--- src/rtl/sound_timer_if.sv ---
// CPU/video-side signal bundle for the CHIP-8 style delay/sound timer block.
// The master side drives the frame sync and load strobes; the slave side is the timer.
interface sound_timer_if;
  localparam int unsigned DATA_W = 8;

  logic              vsync;
  logic              dt_we;
  logic [DATA_W-1:0] dt_din;
  logic              st_we;
  logic [DATA_W-1:0] st_din;
  logic [DATA_W-1:0] dt_dout;
  logic              beep;
  logic              spkr;

  modport master (
    output vsync, dt_we, dt_din, st_we, st_din,
    input  dt_dout, beep, spkr
  );

  modport slave (
    input  vsync, dt_we, dt_din, st_we, st_din,
    output dt_dout, beep, spkr
  );
endinterface

--- src/rtl/sound_timer.sv ---
// 60 Hz delay and sound timers decremented on vsync rising edges, with a
// square-wave tone generator that runs while the sound timer is nonzero.
module sound_timer #(
  parameter int unsigned TONE_HALF = 6000
) (
  input  logic         clk,
  input  logic         reset,
  sound_timer_if.slave bus
);
  localparam int unsigned TMR_W  = 8;
  localparam int unsigned CNT_W  = 16;
  localparam logic [CNT_W-1:0] TCNT_LAST = CNT_W'(TONE_HALF - 1);

  logic             vsync_q, vsync_d;
  logic [TMR_W-1:0] dt_q, dt_d;
  logic [TMR_W-1:0] st_q, st_d;
  logic [CNT_W-1:0] tcnt_q, tcnt_d;
  logic             phase_q, phase_d;
  logic             tick_c;
  logic             beep_c;

  // vsync_q resets high so a vsync already high at reset release is not an edge
  always_ff @(posedge clk) begin
    if (!reset) begin
      vsync_q <= 1'b1;
      dt_q    <= '0;
      st_q    <= '0;
      tcnt_q  <= '0;
      phase_q <= 1'b0;
    end else begin
      vsync_q <= vsync_d;
      dt_q    <= dt_d;
      st_q    <= st_d;
      tcnt_q  <= tcnt_d;
      phase_q <= phase_d;
    end
  end

  assign tick_c = bus.vsync & ~vsync_q;
  assign beep_c = (st_q != '0);

  // Timer update: a CPU load wins over the tick; decrement saturates at zero
  always_comb begin
    vsync_d = bus.vsync;
    dt_d    = dt_q;
    st_d    = st_q;
    if (bus.dt_we) begin
      dt_d = bus.dt_din;
    end else if (tick_c && (dt_q != '0)) begin
      dt_d = dt_q - TMR_W'(1);
    end
    if (bus.st_we) begin
      st_d = bus.st_din;
    end else if (tick_c && (st_q != '0)) begin
      st_d = st_q - TMR_W'(1);
    end
  end

  // Tone divider keeps running across nonzero reloads so the waveform never glitches
  always_comb begin
    tcnt_d  = '0;
    phase_d = 1'b0;
    if (beep_c) begin
      if (tcnt_q == TCNT_LAST) begin
        tcnt_d  = '0;
        phase_d = ~phase_q;
      end else begin
        tcnt_d  = tcnt_q + CNT_W'(1);
        phase_d = phase_q;
      end
    end
  end

  assign bus.dt_dout = dt_q;
  assign bus.beep    = beep_c;
  assign bus.spkr    = phase_q & beep_c;
endmodule

--- src/flat_wrapper.sv ---
// flat-port wrapper written by rule: the top's interface ports become plain ports
module sound_timer_flat 
#(
  parameter int unsigned TONE_HALF = 6000
)
  (clk, reset, bus_vsync, bus_dt_we, bus_dt_din, bus_st_we, bus_st_din, bus_dt_dout, bus_beep, bus_spkr);
  sound_timer_if bus_i ();
  input  logic clk;
  input  logic reset;
  input wire logic [$bits(bus_i.vsync)-1:0] bus_vsync;
  input wire logic [$bits(bus_i.dt_we)-1:0] bus_dt_we;
  input wire logic [$bits(bus_i.dt_din)-1:0] bus_dt_din;
  input wire logic [$bits(bus_i.st_we)-1:0] bus_st_we;
  input wire logic [$bits(bus_i.st_din)-1:0] bus_st_din;
  output wire logic [$bits(bus_i.dt_dout)-1:0] bus_dt_dout;
  output wire logic [$bits(bus_i.beep)-1:0] bus_beep;
  output wire logic [$bits(bus_i.spkr)-1:0] bus_spkr;
  assign bus_i.vsync = bus_vsync;
  assign bus_i.dt_we = bus_dt_we;
  assign bus_i.dt_din = bus_dt_din;
  assign bus_i.st_we = bus_st_we;
  assign bus_i.st_din = bus_st_din;
  assign bus_dt_dout = bus_i.dt_dout;
  assign bus_beep = bus_i.beep;
  assign bus_spkr = bus_i.spkr;
  sound_timer #(.TONE_HALF(TONE_HALF)) u_core (.clk(clk), .reset(reset), .bus(bus_i));
endmodule
--- config.mk ---
export PLATFORM = sky130hd
export DESIGN_NAME = sound_timer_flat
export DESIGN_NICKNAME = d
export VERILOG_FILES = /design/src/rtl/sound_timer_if.sv /design/src/rtl/sound_timer.sv /design/src/flat_wrapper.sv
export SDC_FILE = /design/constraint.sdc
export NUM_CORES = 1
export LEC_CHECK = 0
export CAP_MARGIN = 30
export CORE_MARGIN = 10
export CORE_UTILIZATION = 35
export CTS_CLUSTER_SIZE = 20
export DETAILED_ROUTE_END_ITERATION = 8
export MAX_ROUTING_LAYER = met4
export PLACE_DENSITY_LB_ADDON = 0.05
export SLEW_MARGIN = 20
export SYNTH_ARGS = -nofsm -noshare
export SYNTH_HDL_FRONTEND = slang
export SYNTH_SLANG_ARGS = --single-unit
--- constraint.sdc ---
create_clock -name clk -period 2.12 [get_ports clk]
set_input_delay 0.424 -clock clk [delete_from_list [all_inputs] [get_ports clk]]
set_output_delay 0.424 -clock clk [all_outputs]
set_load 0.05 [all_outputs]
After elaboration in Yosys (flattened, before gate mapping):

Cells that the tools add are included.
W data, S select, Z words.

* bitwise gates (word level): 6
* mux-type cells: 4
* reduce and logical (&&, ||, !) cells: 8
* divide/modulo/power cells: 0
* add/subtract/negate cells: 3
* equality and inequality tests: 1
* order comparisons: 0
* multiply operators: 0
* shift-type cells: 0

Operator list (number)
* $mux W8: 4
* $add A16 B1 Y16 const B: 1
* $eq A16 B13 Y1 const B: 1
* $reduce_bool A8 Y1: 2
* $sub A8 B1 Y8 const B: 2
* $not A1 Y1: 4
* $reduce_bool A2 Y1: 2
* $reduce_or A3 Y1: 1
* $and A1 B1 Y1: 2
* $logic_and A1 B1 Y1: 2
* $reduce_and A2 Y1: 1

* input bits: 21
* ROM bits: 0
* memories kept: 0
* latch bits: 0
* RAM bits: 0
* register bits: 34

Logic depth before layout (Yosys ltp):

* depth in word-level cells: 5
* mapped depth: 7
* gate-level depth less buffers: 6

Least setup slack after synthesis:

Ideal clock, no wire load.

* path kind: register to register
* start: reg u_core.dt_q[0], in the netlist u_core.bus.dt_dout[0]
* end: reg u_core.dt_q[6], in the netlist u_core.bus.dt_dout[6]
* cell stages (with the launch flop): 7
* slack: 82 ps
* period minus slack after synthesis: 2038 ps
* path buffers: 0
* arrival time: 1908 ps
* cells stage by stage: dfxtp_1 inv_1 ha_1 nor2b_1 a2111oi_0 xnor2_1 a21oi_1

* longest elaborated chain between the ends: 3
* elaborated cells between the ends (all ways): 6

Ends and longest elaborated chain
* from (decl): line sound_timer.sv:15 `logic [TMR_W-1:0] dt_q, dt_d;`
* from (signal assigned): line sound_timer.sv:32 `dt_q <= dt_d;`
* $sub A8 B1 Y8 or $reduce_bool A8 Y1 (tied branches): line sound_timer.sv:50, sound_timer.sv:49
* $mux W8 or $logic_and A1 B1 Y1 (tied branches): line sound_timer.sv:49 `end else if (tick_c && (dt_q != '0)) begin`
* $mux W8 or $reduce_bool A2 Y1 (tied branches)

Parallel ways exist; a longest one is shown, timed or not. The select of a mux whose other input is x is not followed.
A chain may end at the register's enable or synchronous reset.

Worst setup path in the final report:

* start: reg u_core.dt_q[2], in the netlist u_core.bus.dt_dout[2]
* end: out bus_dt_dout[2]

RTL lines
* to (decl): line flat_wrapper.sv:15 `output wire logic [$bits(bus_i.dt_dout)-1:0] bus_dt_dout;`

No word-level cell between the ends.

==> run_results.csv <==
group,metric,value,unit
timing,tightest_slew,0.507,ns
layout,nets,281,
yosys,synth_edf_count,0,
layout,layout_common_cells,"dfxtp_1, clkdlybuf4s50_1, nor2_1, xnor2_1, buf_4",
placed_design,portBuffers,30,
yosys,synth-seq-cells,34,
yosys,synthSimpleGateAreaFrac,26.0,%
layout,n_antenna_cell,0,
route,drt_iter0_drc,79,
yosys,synth_top_family_by_area,"simple AND/OR/NAND/NOR gates",
yosys,synth-compound-area-share,16.5,%
clock_network,post_cts_buffers,0,
clock_network,cts_buffer_depth,2,
route,via_per_inst,4.90,
power,static-leakage-power,0.844,nW
global_routing,grt_pass1_wl,7200,um
clock_network,cts.repair.resized,0,
setup_path,regToRegEndpoint,"u_core.tcnt_q[3]",
yosys,async_flop_share,0,%
floorplan,die_w,90.8,um
floorplan,rows,25,
route,dr.pass1.iters,4,
timing,fin_crit,2.02,ns
yosys,synth_ff_type,"dfxtp_1",
clock_network,cts_tree,"done",
timing,setup_violations,0,
yosys,yosys.area_share.xor_xnor,9.99,%
layout,fin_area,2360,um2
timing,grt_setup_unrepaired,"false",
setup_path,crit_type,"reg -> out",
route,wl_per_cell,12.7,um
setup_path,arrival,1.60,ns
timing,period_share,95.5,%
placed_design,hpwl,3060,um
setup_path,rr_worst_depth,4,
global_routing,grtUsageTotal,10.7,%
timing,finalSetupTns,0,ns
yosys,netlist_area,1750,um2
floorplan,die_y,90.8,um
setup_path,cp-end-kind,"output pin",
setup_path,start_kind,"flop",
layout,syn_to_final_growth,34.8,%
clock_network,path_clk_slew,0.07,ns
clock_network,htreeDepth,2,
route,drc_errors,0,
timing,max_freq,494,MHz
setup_path,cp_slowest_cell,"clkdlybuf4s50_1",
yosys,synthCells,208,
setup_path,slowest_delay,0.86,ns
global_routing,grt_pass1_vias,1505,
floorplan,core,4790,um2
route,routed_wl,4120,um
route,vias,1589,
global_routing,grt_max_degree,20,
placed_design,place_congestion,0.753,
yosys,syn-num-nets,233,
setup_path,timing.rr.start,"u_core.tcnt_q[13]",
placed_design,placed_cell_area,2250,um2
timing,worst_hold_slack,0.463,ns
floorplan,die_area,8240,um2
yosys,synth_mux_area_share,1.14,%
clock_network,clkSinkCount,34,
setup_path,critPathMaxFanout,8,
clock_network,clkLatencyLatePin,0.29,ns
yosys,ys_warn_count,0,
layout,nFillCells,479,
hold_path,holdPathEnd,"u_core.tcnt_q[0]",
hold_path,holdPathStages,1,
hold_path,min_from,"u_core.tcnt_q[0]",
floorplan,io_pins,31,
global_routing,grt_overflow_total,0,
hold_path,hold_path_class,"reg -> reg",
global_routing,antenna_found_initial,0,
setup_path,crit_required,1.70,ns
route,ant_nets,0,
setup_path,cp_top_family,"buffers and inverters",
clock_network,cts_buffers,5,
power,vdd_drop_max,0.346,mV
floorplan,initial_core_util,36.6,%
setup_path,critPathBufInv,1,
yosys,synth_fa_ha_area_share,2.86,%
yosys,synth_area_per_cell,8.43,um2
timing,slew_headroom,66.1,%
setup_path,cp_cell_sequence,"clkdlybuf4s50_1",
flow_run,drv_cap,0,
layout,drive_gt1_share,14.4,%
clock_network,hold_buffers,0,
clock_network,root_buffer,"clkbuf_8",
timing,hold_viol,0,
power,powerDensity,634,nW/um2
status,outcome,"complete, no violations",
layout,layout_commonest_cell,"dfxtp_1",
setup_path,reg2reg_slack,0.12,ns
yosys,ys_types,40,
timing,skew,0.00467,ns
yosys,ys_seq_area_share,38.8,%
timing,maxSlewViolCount,0,
==> through the flow <==
stage	std cells	utilization (%)	setup WS [ns]	power, mW
6_report	324	49.4	0.0965	1.50
3_5_place_dp	316	47.1	-0.152	1.00
4_1_cts	324	49.1	0.0326	1.52
3_3_place_gp	316	47.1	-0.122	1.00
5_1_grt	324	49.4	0.0270	1.59
2_1_floorplan	208	-	0.0816	0.879
==> worst max path at each step <==
stage / start / to / slack, ns / cells past startpoint
floorplan: u_core.bus.dt_dout[0] / u_core.bus.dt_dout[6] / 0.08 / 6
global placement: bus_vsync / u_core.bus.dt_dout[7] / -0.12 / 5
detailed placement: bus_vsync / u_core.bus.dt_dout[7] / -0.15 / 5
CTS: u_core.st_q[2] / bus_spkr / 0.03 / 5
global route: bus_vsync / u_core.bus.dt_dout[7] / 0.03 / 5
finish: u_core.bus.dt_dout[2] / bus_dt_dout[2] / 0.1 / 1
==> registers in the layout, indices dropped and copies added (netlist names) <==
register / flops
u_core.tcnt_q: 16
u_core.bus.dt_dout: 8
u_core.st_q: 8
u_core.phase_q: 1
u_core.vsync_q: 1
==> cells in the mapped netlist (2+ instances only) <==
cell / number / area (um2)
dfxtp_1: 34 / 681
nor2_1: 25 / 93.8
xnor2_1: 18 / 158
o21ai_0: 13 / 65.1
inv_1: 12 / 45.0
nand3_1: 10 / 50.1
a21oi_1: 9 / 45.0
nor3_1: 9 / 45.0
nand2_1: 7 / 26.3
nor4_1: 7 / 43.8
nand2b_1: 6 / 37.5
clkbuf_1: 5 / 18.8
or3_1: 5 / 31.3
ha_1: 4 / 50.1
nand4_1: 4 / 25.0
a211oi_1: 3 / 22.5
a31oi_1: 3 / 18.8
nor2b_1: 3 / 18.8
or4b_2: 3 / 30.0
a2111oi_0: 2 / 17.5
a21boi_0: 2 / 15.0
and2_1: 2 / 12.5
mux2i_1: 2 / 20.0
o211a_1: 2 / 20.0
o311a_1: 2 / 20.0
xor2_1: 2 / 17.5
==> cell families after synthesis <==
family	Yosys count
xor gates and xnor gates	20
buffers and inverters	19
DFF	34
muxes	2
adders and majority gates	4
AOI/OAI and AO/OA	43
and+or+nand+nor	86
==> metal layers <==
| layer | up-vias | wire length (um) | global-route usage, % |
|---|---|---|---|
| li1 | 841 | - | - |
| met1 | 699 | 2080 | 13.9 |
| met2 | 43 | 1710 | 15.0 |
| met3 | 6 | 269 | 3.82 |
| met4 | 0 | 56 | 3.52 |
| met5 | - | 0 | - |
==> layout make-up <==
type	count	area [um2]	area share [%]
Multi-Input combinational cell	155	1000	42.5
Sequential cell	34	681	28.8
Clock inverter	2	12.5	0.529
Clock buffer	6	82.6	3.49
Inverter	12	45.0	1.91
Tap cell	67	83.8	3.55
Timing Repair Buffer	48	455	19.3
==> power breakdown <==
group / total (mW) / switching (mW) / internal [mW]
clock: 0.510 / 0.249 / 0.261
combinational: 0.288 / 0.149 / 0.138
sequential: 0.701 / 0.0319 / 0.669
Note: power is estimated with default switching activity, not from simulation.
